<file path="src/rtl/iob_fp_pkg.sv">
// Shared constants, state encoding and field helpers for the iob_fp accumulator family.
package iob_fp_pkg;

  localparam int DATA_W  = 32;
  localparam int EXP_W   = 8;
  localparam int ADD_LAT = 5;

  localparam logic [1:0] ST_ACCUM = 2'd0;
  localparam logic [1:0] ST_DRAIN = 2'd1;
  localparam logic [1:0] ST_OUT   = 2'd2;

  typedef enum logic [1:0] {
    ACCUM = ST_ACCUM,
    DRAIN = ST_DRAIN,
    OUT   = ST_OUT
  } acc_state_t;

  function automatic logic [EXP_W-1:0] exp_field(input logic [DATA_W-1:0] w);
    return w[DATA_W-2 -: EXP_W];
  endfunction

endpackage

</file>
<file path="src/rtl/iob_fp_add.sv">
// Five-stage pipelined floating-point adder for normal operands: swap, align, add, normalise, round/pack.
module iob_fp_add #(
  parameter int DATA_W = 32,
  parameter int EXP_W  = 8
) (
  input  logic              clk_i,
  input  logic              rst_i,
  input  logic              start_i,
  input  logic [DATA_W-1:0] op_a_i,
  input  logic [DATA_W-1:0] op_b_i,
  output logic              done_o,
  output logic [DATA_W-1:0] res_o,
  output logic              overflow_o,
  output logic              underflow_o,
  output logic              exception_o
);

  localparam int MAN_W = DATA_W - EXP_W - 1;
  localparam int SIG_W = MAN_W + 1;
  localparam int EXT_W = SIG_W + 3;
  localparam int LZ_W  = $clog2(EXT_W + 1);
  localparam int XE_W  = EXP_W + 2;
  localparam logic signed [XE_W-1:0] EXP_MAX = XE_W'((1 << EXP_W) - 1);

  function automatic logic [LZ_W-1:0] lzc(input logic [EXT_W-1:0] v);
    lzc = LZ_W'(EXT_W);
    for (int i = 0; i < EXT_W; i++)
      if (v[i]) lzc = LZ_W'(EXT_W - 1 - i);
  endfunction

  logic [4:0] vld;

  // Stage 1: order operands by magnitude so the shifter only ever moves the smaller one.
  logic                 s1_sign, s1_sub;
  logic [EXP_W-1:0]     s1_exp, s1_diff;
  logic [SIG_W-1:0]     s1_mbig, s1_msml;
  logic [DATA_W-1:0]    big, sml;

  always_comb begin
    big = op_a_i;
    sml = op_b_i;
    if (op_b_i[DATA_W-2:0] > op_a_i[DATA_W-2:0]) begin
      big = op_b_i;
      sml = op_a_i;
    end
  end

  // Stage 2 combinational: align with guard/round/sticky, then add or subtract.
  logic [EXT_W-1:0]     ext_sml, shifted, mask, aligned, ext_big;
  logic [EXT_W:0]       sum_c;
  logic [EXT_W:0]       s2_sum;
  logic [EXP_W-1:0]     s2_exp;
  logic                 s2_sign;

  always_comb begin
    ext_sml = {s1_msml, 3'b000};
    ext_big = {s1_mbig, 3'b000};
    shifted = ext_sml >> s1_diff;
    mask    = ~({EXT_W{1'b1}} << s1_diff);
    if (int'(s1_diff) >= EXT_W) aligned = {{(EXT_W-1){1'b0}}, 1'b1};
    else                        aligned = shifted | {{(EXT_W-1){1'b0}}, |(ext_sml & mask)};
    if (s1_sub) sum_c = {1'b0, ext_big} - {1'b0, aligned};
    else        sum_c = {1'b0, ext_big} + {1'b0, aligned};
  end

  // Stage 3 combinational: normalise so the leading one sits at bit EXT_W-1.
  logic [LZ_W-1:0]        lz;
  logic [EXT_W-1:0]       norm_c;
  logic signed [XE_W-1:0] nexp_c, s3_exp;
  logic [EXT_W-1:0]       s3_norm;
  logic                   s3_zero, s3_sign;

  always_comb begin
    lz     = lzc(s2_sum[EXT_W-1:0]);
    norm_c = s2_sum[EXT_W-1:0] << lz;
    nexp_c = $signed({2'b00, s2_exp}) - $signed({{(XE_W-LZ_W){1'b0}}, lz});
    if (s2_sum[EXT_W]) begin
      norm_c = s2_sum[EXT_W:1] | {{(EXT_W-1){1'b0}}, s2_sum[0]};
      nexp_c = $signed({2'b00, s2_exp}) + XE_W'(1);
    end
  end

  // Stage 4 combinational: round to nearest even, renormalising on mantissa carry-out.
  logic [SIG_W:0]         rnd;
  logic                   up;
  logic [MAN_W-1:0]       s4_man;
  logic signed [XE_W-1:0] s4_exp;
  logic                   s4_zero, s4_sign;

  always_comb begin
    up  = s3_norm[2] & (s3_norm[1] | s3_norm[0] | s3_norm[3]);
    rnd = {1'b0, s3_norm[EXT_W-1:3]} + {{SIG_W{1'b0}}, up};
  end

  always_ff @(posedge clk_i) begin
    if (rst_i) vld <= '0;
    else       vld <= {vld[3:0], start_i};
  end

  always_ff @(posedge clk_i) begin
    s1_sign <= big[DATA_W-1];
    s1_sub  <= big[DATA_W-1] ^ sml[DATA_W-1];
    s1_exp  <= big[DATA_W-2 -: EXP_W];
    s1_diff <= big[DATA_W-2 -: EXP_W] - sml[DATA_W-2 -: EXP_W];
    s1_mbig <= {1'b1, big[MAN_W-1:0]};
    s1_msml <= {1'b1, sml[MAN_W-1:0]};

    s2_sum  <= sum_c;
    s2_exp  <= s1_exp;
    s2_sign <= s1_sign;

    s3_norm <= norm_c;
    s3_exp  <= nexp_c;
    s3_zero <= (s2_sum == '0);
    s3_sign <= s2_sign;

    s4_man  <= rnd[SIG_W] ? rnd[SIG_W-1:1] : rnd[MAN_W-1:0];
    s4_exp  <= rnd[SIG_W] ? s3_exp + XE_W'(1) : s3_exp;
    s4_zero <= s3_zero;
    s4_sign <= s3_sign;
  end

  // Stage 5: pack; results below the normal range flush to +0, above it saturate to infinity.
  always_ff @(posedge clk_i) begin
    if (rst_i) begin
      done_o      <= 1'b0;
      res_o       <= '0;
      overflow_o  <= 1'b0;
      underflow_o <= 1'b0;
      exception_o <= 1'b0;
    end else begin
      done_o      <= vld[3];
      overflow_o  <= 1'b0;
      underflow_o <= 1'b0;
      exception_o <= 1'b0;
      if (s4_zero) begin
        res_o <= '0;
      end else if (s4_exp <= 0) begin
        res_o       <= '0;
        underflow_o <= vld[3];
      end else if (s4_exp >= EXP_MAX) begin
        res_o       <= {s4_sign, {EXP_W{1'b1}}, {MAN_W{1'b0}}};
        overflow_o  <= vld[3];
      end else begin
        res_o <= {s4_sign, s4_exp[EXP_W-1:0], s4_man};
      end
    end
  end

endmodule

</file>
<file path="src/rtl/iob_fp_acc.sv">
// Streaming FP accumulator: pairs incoming operands and returning adder results so one add can
// issue per cycle, then drains all partial sums into a single total.
module iob_fp_acc
  import iob_fp_pkg::*;
#(
  parameter int DATA_W  = iob_fp_pkg::DATA_W,
  parameter int EXP_W   = iob_fp_pkg::EXP_W,
  parameter int ADD_LAT = iob_fp_pkg::ADD_LAT
) (
  input  logic              clk_i,
  input  logic              rst_i,
  input  logic              in_valid_i,
  output logic              in_ready_o,
  input  logic [DATA_W-1:0] in_data_i,
  input  logic              in_last_i,
  output logic              out_valid_o,
  input  logic              out_ready_i,
  output logic [DATA_W-1:0] out_data_o,
  output logic              busy_o
);

  localparam int FL_W = $clog2(ADD_LAT + 1);

  // Both streams: a beat transfers on the rising edge where valid & ready are high; the producer
  // holds valid and data stable until then, ready never depends on valid.

  acc_state_t        state;
  logic [FL_W-1:0]   in_flight;
  logic              hold_v;
  logic [DATA_W-1:0] hold;

  logic              add_done;
  logic [DATA_W-1:0] add_res;
  logic              ret_v, in_acc, inp;
  logic              start, hold_load, hold_clr;
  logic [DATA_W-1:0] op_a, op_b, hold_d;

  // Zero-exponent words are dropped: the adder only handles normal operands.
  assign ret_v      = add_done & (exp_field(add_res) != '0);
  assign in_ready_o = (state == ACCUM) & !(ret_v & hold_v);
  assign in_acc     = in_valid_i & in_ready_o;
  assign inp        = in_acc & (exp_field(in_data_i) != '0);
  assign busy_o     = (state != ACCUM) | (in_flight != '0);

  always_comb begin
    start     = 1'b0;
    hold_load = 1'b0;
    hold_clr  = 1'b0;
    op_a      = add_res;
    op_b      = hold;
    hold_d    = add_res;
    if (state != OUT) begin
      if (ret_v & hold_v) begin
        start    = 1'b1;
        hold_clr = 1'b1;
      end else if (ret_v & inp) begin
        start = 1'b1;
        op_b  = in_data_i;
      end else if (ret_v) begin
        hold_load = 1'b1;
      end else if (inp & hold_v) begin
        start    = 1'b1;
        op_a     = in_data_i;
        hold_clr = 1'b1;
      end else if (inp) begin
        hold_load = 1'b1;
        hold_d    = in_data_i;
      end
    end
  end

  always_ff @(posedge clk_i) begin
    if (rst_i) begin
      state       <= ACCUM;
      in_flight   <= '0;
      hold_v      <= 1'b0;
      hold        <= '0;
      out_valid_o <= 1'b0;
      out_data_o  <= '0;
    end else begin
      if (hold_load) begin
        hold   <= hold_d;
        hold_v <= 1'b1;
      end else if (hold_clr) begin
        hold_v <= 1'b0;
      end

      if (start && !add_done)      in_flight <= in_flight + 1'b1;
      else if (!start && add_done) in_flight <= in_flight - 1'b1;

      case (state)
        ACCUM: if (in_acc && in_last_i) state <= DRAIN;
        DRAIN: begin
          if (in_flight == '0 && !add_done) begin
            state       <= OUT;
            out_valid_o <= 1'b1;
            out_data_o  <= hold_v ? hold : '0;
          end
        end
        OUT: begin
          if (out_ready_i) begin
            state       <= ACCUM;
            out_valid_o <= 1'b0;
            hold_v      <= 1'b0;
          end
        end
        default: state <= ACCUM;
      endcase
    end
  end

  iob_fp_add #(
    .DATA_W (DATA_W),
    .EXP_W  (EXP_W)
  ) u_add (
    .clk_i       (clk_i),
    .rst_i       (rst_i),
    .start_i     (start),
    .op_a_i      (op_a),
    .op_b_i      (op_b),
    .done_o      (add_done),
    .res_o       (add_res),
    .overflow_o  (),
    .underflow_o (),
    .exception_o ()
  );

endmodule

</file>
<file path="config.mk">
export PLATFORM = sky130hd
export DESIGN_NAME = iob_fp_acc
export DESIGN_NICKNAME = d
export VERILOG_FILES = /design/src/rtl/iob_fp_pkg.sv /design/src/rtl/iob_fp_add.sv /design/src/rtl/iob_fp_acc.sv
export SDC_FILE = /design/constraint.sdc
export NUM_CORES = 1
export LEC_CHECK = 0
export BUFFER_PORTS_ARGS = -buffer_cell sky130_fd_sc_hd__buf_2
export CAP_MARGIN = 10
export CORE_MARGIN = 5
export CORE_UTILIZATION = 30
export DETAILED_ROUTE_END_ITERATION = 8
export GPL_TIMING_DRIVEN = 1
export PLACE_DENSITY = 0.49
export SYNTH_ARGS = -nofsm -noshare
export SYNTH_HDL_FRONTEND = slang
export SYNTH_HIERARCHICAL = 1
export SYNTH_SLANG_ARGS = --single-unit
</file>
<file path="constraint.sdc">
create_clock -name clk_i -period 5.1 [get_ports clk_i]
set_input_delay 0.51 -clock clk_i [delete_from_list [all_inputs] [get_ports clk_i]]
set_output_delay 0.51 -clock clk_i [all_outputs]
set_load 0.02 [all_outputs]
</file>
==> impl_results.md, run 1 <==
- Hold path depth: 3
- Mapped cell area: 0.0174 mm2
- Worst setup margin: 161 ps
- Syn avg cell area: 8.60 um2
- Final estimated routing congestion in global placement: 0.966
- TritonCTS clock tree: yes
- Multi-input gate area: 0.0106 mm2
- Final instance area: 0.0200 mm2
- CP top delay family: simple AND/OR/NAND/NOR gates
- Clock sinks: 283
- Die Y: 251 um
- CP peak stage delay: 530 ps
- Commonest non-fill, non-tap cells in the layout: dfxtp_1, nand2_1, inv_1
- Hold_buf cts: 0
- Stages on worst setup path: 19
- Max-slew violations: 0
- Initial DRC Count: 1203
- Post-Synthesis Cells: 2019
- Final Skew: 24.2 ps
- Total CTS buffers: 31
- Max-Slew Margin vs Limit: 16.8%
- Initial Util: 30.2%
- Setup CP Type: register to register
- Worst slew pin tran: 1240 ps
- DRT antenna net count: 0
- # H-tree levels: 1
- Synth warn: 6
- Pwr dens: 632 mW/mm2
- Crit. End Element: register
- RSZ-0062 raised after global routing: true
- Slowest stage cell, crit path: or4_1
- Max-cap violations: 0
- P&R area growth vs syn: 15.4%
- Hpwl dp: 45600 um
- # IOs: 72
- # nets final: 2215
- Clock tree buffer depth: 3
- Buffers & Inverters on Critical Path: 2
- Tcrit/Tclk final: 96.8%
- Worst Path Required: 5580 ps
- Cells along the critical path: or3b_4 -> a21oi_4 -> nor3b_4 -> buf_4 -> clkbuf_16 -> mux2_1 -> ha_1 -> or4_1 -> o221ai_1 -> nand4b_1 -> o21ai_4 -> and3_1 -> a21oi_1 -> ha_1 -> o21bai_1 -> nand3b_1 -> a21o_1 -> a21o_1 -> xor2_1
- Remaining global-route overflow: 0
- Share of layout cells above drive strength 1: 15.9%
- DRC Markers: 0
- Drt pass-1 iters: 5
- Crit path DAT: 5420 ps
- Worst Hold Class: input port to register
- First-pass GRT wire length: 90500 um
- Initial antenna violation count: 1
- DP Worst Slack: -68.4 ps
- Final Power: 12.7 mW
- Total number of vias: 15500
- Clk_lat worst skew: 600 ps
- Core region area: 0.0575 mm2
- Post-Syn Nets: 2147
- Reg clk slew, reported paths: 60 ps
- Leak pwr: 8.64 nW
- Reg2Reg Depth: 19
- Commonest non-fill, non-tap cell in the layout: dfxtp_1
- Vias in the first global route: 15200
- Buffers on Ports: 71
- GR Util All Layers: 17.8%
- Final min period: 4940 ps
- Largest net degree at the start of global routing: 67
- Die area: 0.0628 mm2
- Total wire length: 59100 um
- Vias per Instance: 5.38
- Status: finished, final reports clean
- Die extent in x: 251 um
- Clk root buf: clkbuf_16
- VDD IR-drop max: 0.288 mV
- Fmax: 202 MHz
- FF/Latch Area: 0.00567 mm2
- # rows: 88
- Final core occ: 34.9%
- Endpoints failing setup: 0
- CP startpoint kind: register
- Dpl cell area: 0.0189 mm2
- Final Hold Fails: 0
- CP max FO: 16
- Hold slack: 198 ps
- Fillers: 5971
- WL per Instance: 20.6 um
## path summary, 6_finish.rpt
check	start	end	slack [ps]
max	state[1]$_SDFFE_PP0P_	u_add/s1_diff[6]$_DFF_P_	160
min reg2reg	u_add/s1_exp[2]$_DFF_P_	u_add/s2_exp[2]$_DFF_P_	320
max reg2reg	state[1]$_SDFFE_PP0P_	u_add/s1_diff[6]$_DFF_P_	160
min	in_data_i[0]	hold[0]$_SDFFE_PP0P_	200
## state kept, by name, summed over array words and instances (netlist names), 23 cells and up
register	flops
hold	32
u_add/s1_mbig	23
u_add/s2_sum	28
u_add/s1_msml	23
u_add/s3_norm	27
out_data_o	32
u_add/res_o	32
u_add/s4_man	23
## per-layer routing
layer  global-route usage (%)  vias up  part of all wire (%)
met5                        0        -                     0
met4                     6.25        0                   3.8
met3                     1.92      117                   4.5
met2                     29.5      416                    46
met1                     24.3     7519                    46
li1                         -     7412                     -
## timing repair
| action | CTS | global route |
|---|---|---|
| setup buffers | 0 | 4 |
| resized for setup | 0 | 9 |
| setup endpoints to repair | 0 | 18 |
## layout make-up
cell class | count | area share, %
inverters | 143 | 2.68
diodes | 2 | 0.0250
well taps | 765 | 4.78
repair buffers | 166 | 5.73
flip-flops and latches | 283 | 28.3
multi-input cells | 1462 | 53.1
clock buffers | 38 | 4.30
clock inverters | 17 | 1.09
## through the flow
stage | setup TNS, ps | std cells
floorplan | 0 | 2019
detailed placement | -124 | 2814
finish | 0 | 2876
global placement | -48.8 | 2814
global route | -41.6 | 2874
CTS | 0 | 2869
## report_power, final
group / leakage, nW / total, mW / switching [mW] / internal (mW)
Clock: 0.525 / 2.35 / 0.950 / 1.40
Sequential: 2.34 / 3.90 / 0.945 / 2.96
Combinational: 5.77 / 6.41 / 3.69 / 2.73
Total: 8.64 / 12.7 / 5.58 / 7.09
## tightest hold or removal path, delay by kind of cell
| kind | cells | cell delay, ps |
|---|---|---|
| buffers and inverters | 2 | 160 |
| AO/OA/AOI/OAI | 1 | 60 |
No activity file was read; power rests on OpenSTA's default activity.
==> inputs of run 2 (changes only) <==
- CORE_UTILIZATION: 30 -> 57
- PLACE_DENSITY: 0.49 -> 0.8
==> run 2 against run 1 <==
Effect of this change: clock skew down 4.7 ps; first-iteration DRC count up 41%; core utilization increased by 29 points; final area fell by 4.1%; critical endpoint is now u_add/s1_diff[7]$_DFF_P_; hold slack gained 23 ps.
==> impl_results.md, run 2 (same netlist as run 1, synthesis figures left out) <==
- Crit. End Element: register
- Total wire length: 53100 um (-10%)
- # nets final: 2179 (-1.6%)
- Initial DRC Count: 1699 (+41%)
- Vias in the first global route: 14800 (-2.8%)
- # H-tree levels: 1 (unchanged)
- Largest registers: hold: 32 flops, out_data_o: 32 flops, u_add/res_o: 32 flops
- Hold slack: 221 ps (+22.7 ps)
- VDD IR-drop max: 0.391 mV (+36%)
- Drt pass-1 iters: 6 (+1)
- Fillers: 2503 (-58%)
- Remaining global-route overflow: 0 (unchanged)
- Worst Path Required: 5580 ps (about the same)
- Die area: 0.0340 mm2 (-46%)
- Total CTS buffers: 29 (-6.5%)
- Pwr dens: 639 mW/mm2 (+1.0%)
- Hold Startpoint: in_data_i[8]
- Worst Setup SP: u_add/res_o[27]$_SDFF_PP0_
- Leak pwr: 8.45 nW (-2.2%)
- CP top delay family: compound AO/OA/AOI/OAI gates
- R2r setup slk: 160 ps (about the same)
- Clock tree buffer depth: 3 (unchanged)
- Stages on worst setup path: 19 (unchanged)
- # rows: 63 (-28%)
- Commonest non-fill, non-tap cells in the layout: dfxtp_1, nand2_1, inv_1
- Total number of vias: 15800 (+2.3%)
- Initial antenna violation count: 1 (unchanged)
- Worst reg2reg endpoint: u_add/s1_diff[7]$_DFF_P_
- Worst slew pin tran: 1190 ps (-56.1 ps)
- Reg2Reg Depth: 19 (unchanged)
- P&R area growth vs syn: 10.7%
- Cells along the critical path: or4_4 -> o21ai_4 -> and4_4 -> buf_12 -> buf_12 -> mux2_1 -> inv_1 -> ha_1 -> o21a_1 -> o21a_1 -> o221ai_1 -> nand4b_1 -> o21ai_4 -> and3_4 -> a211oi_1 -> o31a_1 -> a221o_1 -> a21oi_1 -> xnor2_1
- DP Worst Slack: -76.8 ps (-8.42 ps)
- Worst Hold Class: input port to register
- GR Util All Layers: 30.2% (+12 points)
- Initial Util: 58.1% (+28 points)
- CP startpoint kind: register
- Largest net degree at the start of global routing: 67 (unchanged)
- First-pass GRT wire length: 82700 um (-8.6%)
- Slowest stage cell, crit path: or4_4
- Setup crit end: u_add/s1_diff[7]$_DFF_P_
- WL per Instance: 21.5 um (+4.7%)
- Vias per Instance: 6.42 (+19%)
- Reg clk slew, reported paths: 70 ps (about the same)
- Buffers & Inverters on Critical Path: 3 (+1)
- Max-slew violations: 0 (unchanged)
- Final min period: 4940 ps (+2.56 ps)
- Commonest non-fill, non-tap cell in the layout: dfxtp_1
- Clk root buf: clkbuf_16
- Tcrit/Tclk final: 96.9% (about the same)
- Final estimated routing congestion in global placement: 1.05 (+8.7%)
- CP peak stage delay: 580 ps (+50 ps)
- Hold_buf cts: 0 (unchanged)
- Status: finished, final reports clean
- Final core occ: 64.3% (+29 points)
- Clock sinks: 283 (unchanged)
- Die Y: 185 um (-26%)
- Worst setup margin: 159 ps (-2.56 ps)
- # IOs: 72 (unchanged)
- Buffers on Ports: 71 (unchanged)
- DRC Markers: 0 (unchanged)
- Crit path DAT: 5420 ps (about the same)
- Clk_lat worst skew: 560 ps (-40 ps)
- Final Skew: 19.4 ps (-4.72 ps)
- Die extent in x: 185 um (-26%)
- Max-cap violations: 0 (unchanged)
- DRT antenna net count: 0 (unchanged)
- Hpwl dp: 40000 um (-12%)
- Core region area: 0.0299 mm2 (-48%)
- TritonCTS clock tree: yes
- CP max FO: 17 (+1)
- Setup CP Type: register to register
- Final Hold Fails: 0 (unchanged)
- Share of layout cells above drive strength 1: 14.3% (-1.6 points)
- Fmax: 202 MHz (about the same)
- RR Startpoint: u_add/res_o[27]$_SDFF_PP0_
- Max-Slew Margin vs Limit: 20.6% (+3.7 points)
- Endpoints failing setup: 0 (unchanged)
## run 2: how the worst min path moves through the flow
stage / endpoint / slack [ps] / cells past startpoint
finish: hold[8]$_SDFFE_PP0P_ / 220 / 3
global route: hold[8]$_SDFFE_PP0P_ / 220 / 3
CTS: hold[8]$_SDFFE_PP0P_ / 200 / 3
detailed placement: u_add/s4_zero$_DFF_P_ / 310 / 0
global placement: u_add/s3_sign$_DFF_P_ / 310 / 0
floorplan: u_add/s2_exp[0]$_DFF_P_ / 310 / 0
## run 2: per-layer routing
layer | GRT usage, % | share of wire, % | vias to the layer above
li1 | - | - | 7338
met1 | 42.5 | 43 | 7535
met2 | 47.9 | 45 | 793
met3 | 3.95 | 7.9 | 150
met4 | 10.1 | 3.8 | 0
met5 | 0 | 0 | -
## run 2: layout make-up
| type | count | area (um2) | share of cell area (%) |
|---|---|---|---|
| Sequential cell | 283 | 5670 | 29.5 |
| Inverter | 143 | 537 | 2.79 |
| Clock buffer | 38 | 800 | 4.16 |
| Antenna cell | 1 | 2.50 | 0.0130 |
| Clock inverter | 16 | 209 | 1.09 |
| Tap cell | 390 | 488 | 2.54 |
| Timing Repair Buffer | 132 | 851 | 4.43 |
| Multi-Input combinational cell | 1462 | 10700 | 55.5 |
## run 2: per-stage QoR
step	TNS [ps]	instances	area (um2)	power (mW)
after floorplan	0	2019	17400	7.99
after global placement	0	2406	18100	9.76
after detailed placement	-96.2	2406	18100	9.81
after CTS	0	2460	19100	12.1
after global routing	-2.59	2464	19200	13.0
final	0	2465	19200	12.3
## run 2: timing repair
action	4_1_cts	5_1_grt
hold endpoints to repair	0	0
endpoints found under the setup margin	0	25
gates resized for setup	0	12
buffers inserted	0	3
## run 2: worst reg2reg max path: cells and delay by family, from the launching register on
family	cells	cell delay (ps)
AO/OA/AOI/OAI	9	2110
AND/OR/NAND/NOR	4	1320
multiplexers	1	330
adder cells (fa/ha/maj)	1	250
XOR/XNOR	1	140
flip-flops	1	320
buffers and inverters	3	440
## run 2: power breakdown
part | switching (mW) | leakage, nW | internal (mW)
sequential | 0.888 | 2.34 | 2.96
combinational | 3.68 | 5.62 | 2.55
clock | 0.922 | 0.496 | 1.28
total | 5.50 | 8.45 | 6.78
==> inputs of run 3 (changes only) <==
- ABC_CLOCK_PERIOD_IN_PS: not set -> 5100
- RECOVER_POWER: not set -> 50
==> run 3 against run 2 <==
Effect of this change: the flow now finishes with violations (capacitance limit, slew limit); non-clock buffer count unchanged; sequential share of layout area increased by 0.23 points; clock skew increased by 2.8 ps; final cell count is essentially flat; register-to-register slack lost 60 ps; via count up 0.16%; fmax shrank 1.1%; die area unchanged; critical endpoint is now u_add/s2_sum[22]$_DFF_P_; largest cell class unchanged.
==> impl_results.md, run 3 (same netlist as run 1, synthesis figures left out) <==
- Final core occ: 63.8% (-0.49 points)
- First-pass GRT wire length: 82700 um (unchanged)
- CP max FO: 21 (+4)
- Initial antenna violation count: 1 (unchanged)
- Initial Util: 58.1% (unchanged)
- Hold_buf cts: 0 (unchanged)
- Die extent in x: 185 um (unchanged)
- Reg2Reg Depth: 16 (-3)
- WL per Instance: 21.6 um (+0.37%)
- Top layer in use: met4
- R2r setup slk: 100 ps (-60 ps)
- Final Power: 12.3 mW (-0.18%)
- WL met2: 23900 um (about the same)
- Slowest stage cell, crit path: nor4_1
- DRC Markers: 0 (unchanged)
- CP peak stage delay: 670 ps (+90 ps)
- WL met1: 23000 um (about the same)
- Total CTS buffers: 29 (unchanged)
- Fmax: 200 MHz (-1.1%)
- Setup TNS: 0 ps (unchanged)
- GR Util All Layers: 30.2% (unchanged)
- Setup CP Type: register to register
- Buffers on Ports: 71 (unchanged)
- Reg clk slew, reported paths: 70 ps (about the same)
- Clock tree buffer depth: 3 (unchanged)
- Total wire length: 53300 um (+0.33%)
- Status: finished, violations left
- Commonest non-fill, non-tap cells in the layout: dfxtp_1, nand2_1, inv_1
- Hold path depth: 3 (unchanged)
- CP startpoint kind: register
- DRT antenna net count: 0 (unchanged)
- # IOs: 72 (unchanged)
- Final Skew: 22.3 ps (+2.83 ps)
- VDD IR-drop max: 0.392 mV (+0.17%)
- Sequential share of power: 31.4% (about the same)
- Clock sinks: 283 (unchanged)
- TritonCTS clock tree: yes
- Hold Startpoint: in_data_i[8]
- Sw Ratio: 44.8% (about the same)
- Vias per Instance: 6.43 (+0.20%)
- Pwr dens: 643 mW/mm2 (+0.59%)
- Max-slew violations: 47 (+47)
- Crit. End Element: register
- Max-cap violations: 2 (+2)
- Worst reg2reg endpoint: u_add/s2_sum[22]$_DFF_P_
- Worst slew pin tran: 1700 ps (+512 ps)
- Met3 wire len: 4250 um (+1.8%)
- Initial DRC Count: 1712 (+0.77%)
- Drt pass-1 iters: 7 (+1)
- P&R area growth vs syn: 9.84%
- Clock Power Share: 17.9% (about the same)
- Share of layout cells above drive strength 1: 11.8% (-2.5 points)
- Remaining global-route overflow: 0 (unchanged)
- Final estimated routing congestion in global placement: 1.05 (unchanged)
- Endpoints failing setup: 0 (unchanged)
- Commonest non-fill, non-tap cell in the layout: dfxtp_1
- # H-tree levels: 1 (unchanged)
- Worst Hold End: hold[8]$_SDFFE_PP0P_
- RR Startpoint: u_add/s1_diff[0]$_DFF_P_
- # nets final: 2179 (unchanged)
- Largest net degree at the start of global routing: 67 (unchanged)
- Hpwl dp: 40000 um (unchanged)
- Tcrit/Tclk final: 98.0% (+1.1 points)
- Worst Hold Class: input port to register
- Crit path DAT: 5470 ps (+50 ps)
- Vias in the first global route: 14800 (unchanged)
- Die area: 0.0340 mm2 (unchanged)
- Fillers: 2545 (+1.7%)
- Switching power: 5.49 mW (-0.12%)
- Max-Slew Margin vs Limit: -13.6% (-34 points)
- Final min period: 5000 ps (+56.0 ps)
- Total number of vias: 15800 (+0.16%)
- Cells along the critical path: buf_4 -> nor4_1 -> nand3_1 -> a222oi_1 -> a21oi_1 -> nor4_1 -> ha_1 -> nand2_1 -> o21ai_0 -> o2111ai_1 -> a21o_1 -> o311a_1 -> a211oi_1 -> a21oi_1 -> o21ai_0 -> xor2_1
- Violated checks: capacitance limit, slew limit
- Internal: 6.77 mW (-0.23%)
- Leak pwr: 8.25 nW (-2.3%)
- Die Y: 185 um (unchanged)
- Worst Path Required: 5580 ps (about the same)
- # rows: 63 (unchanged)
- Largest registers: hold: 32 flops, out_data_o: 32 flops, u_add/res_o: 32 flops
- Core region area: 0.0299 mm2 (unchanged)
- Clk root buf: clkbuf_16
- Final Hold Fails: 0 (unchanged)
- Gate power share: 50.7% (about the same)
- Clk_lat worst skew: 560 ps (about the same)
- N_diodes: 0 (-1)
## run 3: power by group through the flow
stage	Combinational, mW	Sequential (mW)	Clock (mW)
final	6.21	3.85	2.20
after global routing	6.73	3.91	2.32
after CTS	6.04	3.80	2.22
after detailed placement	5.97	3.84	0
after global placement	5.94	3.82	0
after floorplan	4.58	3.40	0
## run 3: critical path: cells and delay by family, from the launching register on
kind,cells,cell delay (ps)
AO/OA/AOI/OAI,9,2300
adder cells (fa/ha/maj),1,290
AND/OR/NAND/NOR,4,1470
buffers and inverters,1,230
XOR/XNOR,1,170
flip-flops,1,440
## run 3: final cells by class
type                            count  area, um2  share of cell area (%)
Timing Repair Buffer              132        787                    4.13
Multi-Input combinational cell   1462      10600                    55.5
Tap cell                          390        488                    2.56
Clock inverter                     16        209                    1.10
Inverter                          143        537                    2.82
Sequential cell                   283       5670                    29.7
Clock buffer                       38        800                    4.19
## run 3: worst max-delay path by stage
| stage | depth (start not counted) | endpoint | start |
|---|---|---|---|
| after floorplan | 27 | u_add/s2_sum[27]$_DFF_P_ | u_add/s1_diff[0]$_DFF_P_ |
| final | 16 | u_add/s2_sum[22]$_DFF_P_ | u_add/s1_diff[0]$_DFF_P_ |
| after CTS | 18 | u_add/s1_diff[7]$_DFF_P_ | state[1]$_SDFFE_PP0P_ |
| after global routing | 18 | u_add/s1_diff[7]$_DFF_P_ | u_add/res_o[27]$_SDFF_PP0_ |
| after global placement | 19 | u_add/s1_diff[7]$_DFF_P_ | in_valid_i |
| after detailed placement | 19 | u_add/s1_diff[7]$_DFF_P_ | in_valid_i |
## run 3: layer usage
layer,vias to the layer above,GRT usage (%)
li1,7349,-
met1,7520,42.5
met2,817,47.9
met3,155,3.95
met4,0,10.1
met5,-,0
## run 3: through the flow
stage	setup slack (ps)	hold slack (ps)	area, um2	instances
after CTS	106	205	19100	2460
final	103	230	19100	2464
after global routing	-2.59	227	19100	2464
after floorplan	89.3	310	17400	2019
after detailed placement	-76.8	314	18100	2406
after global placement	15.9	312	18100	2406
## run 3: what timing repair did
item	4_1_cts	5_1_grt
resized for setup	0	12
buffers inserted	0	3
setup endpoints to repair	0	25
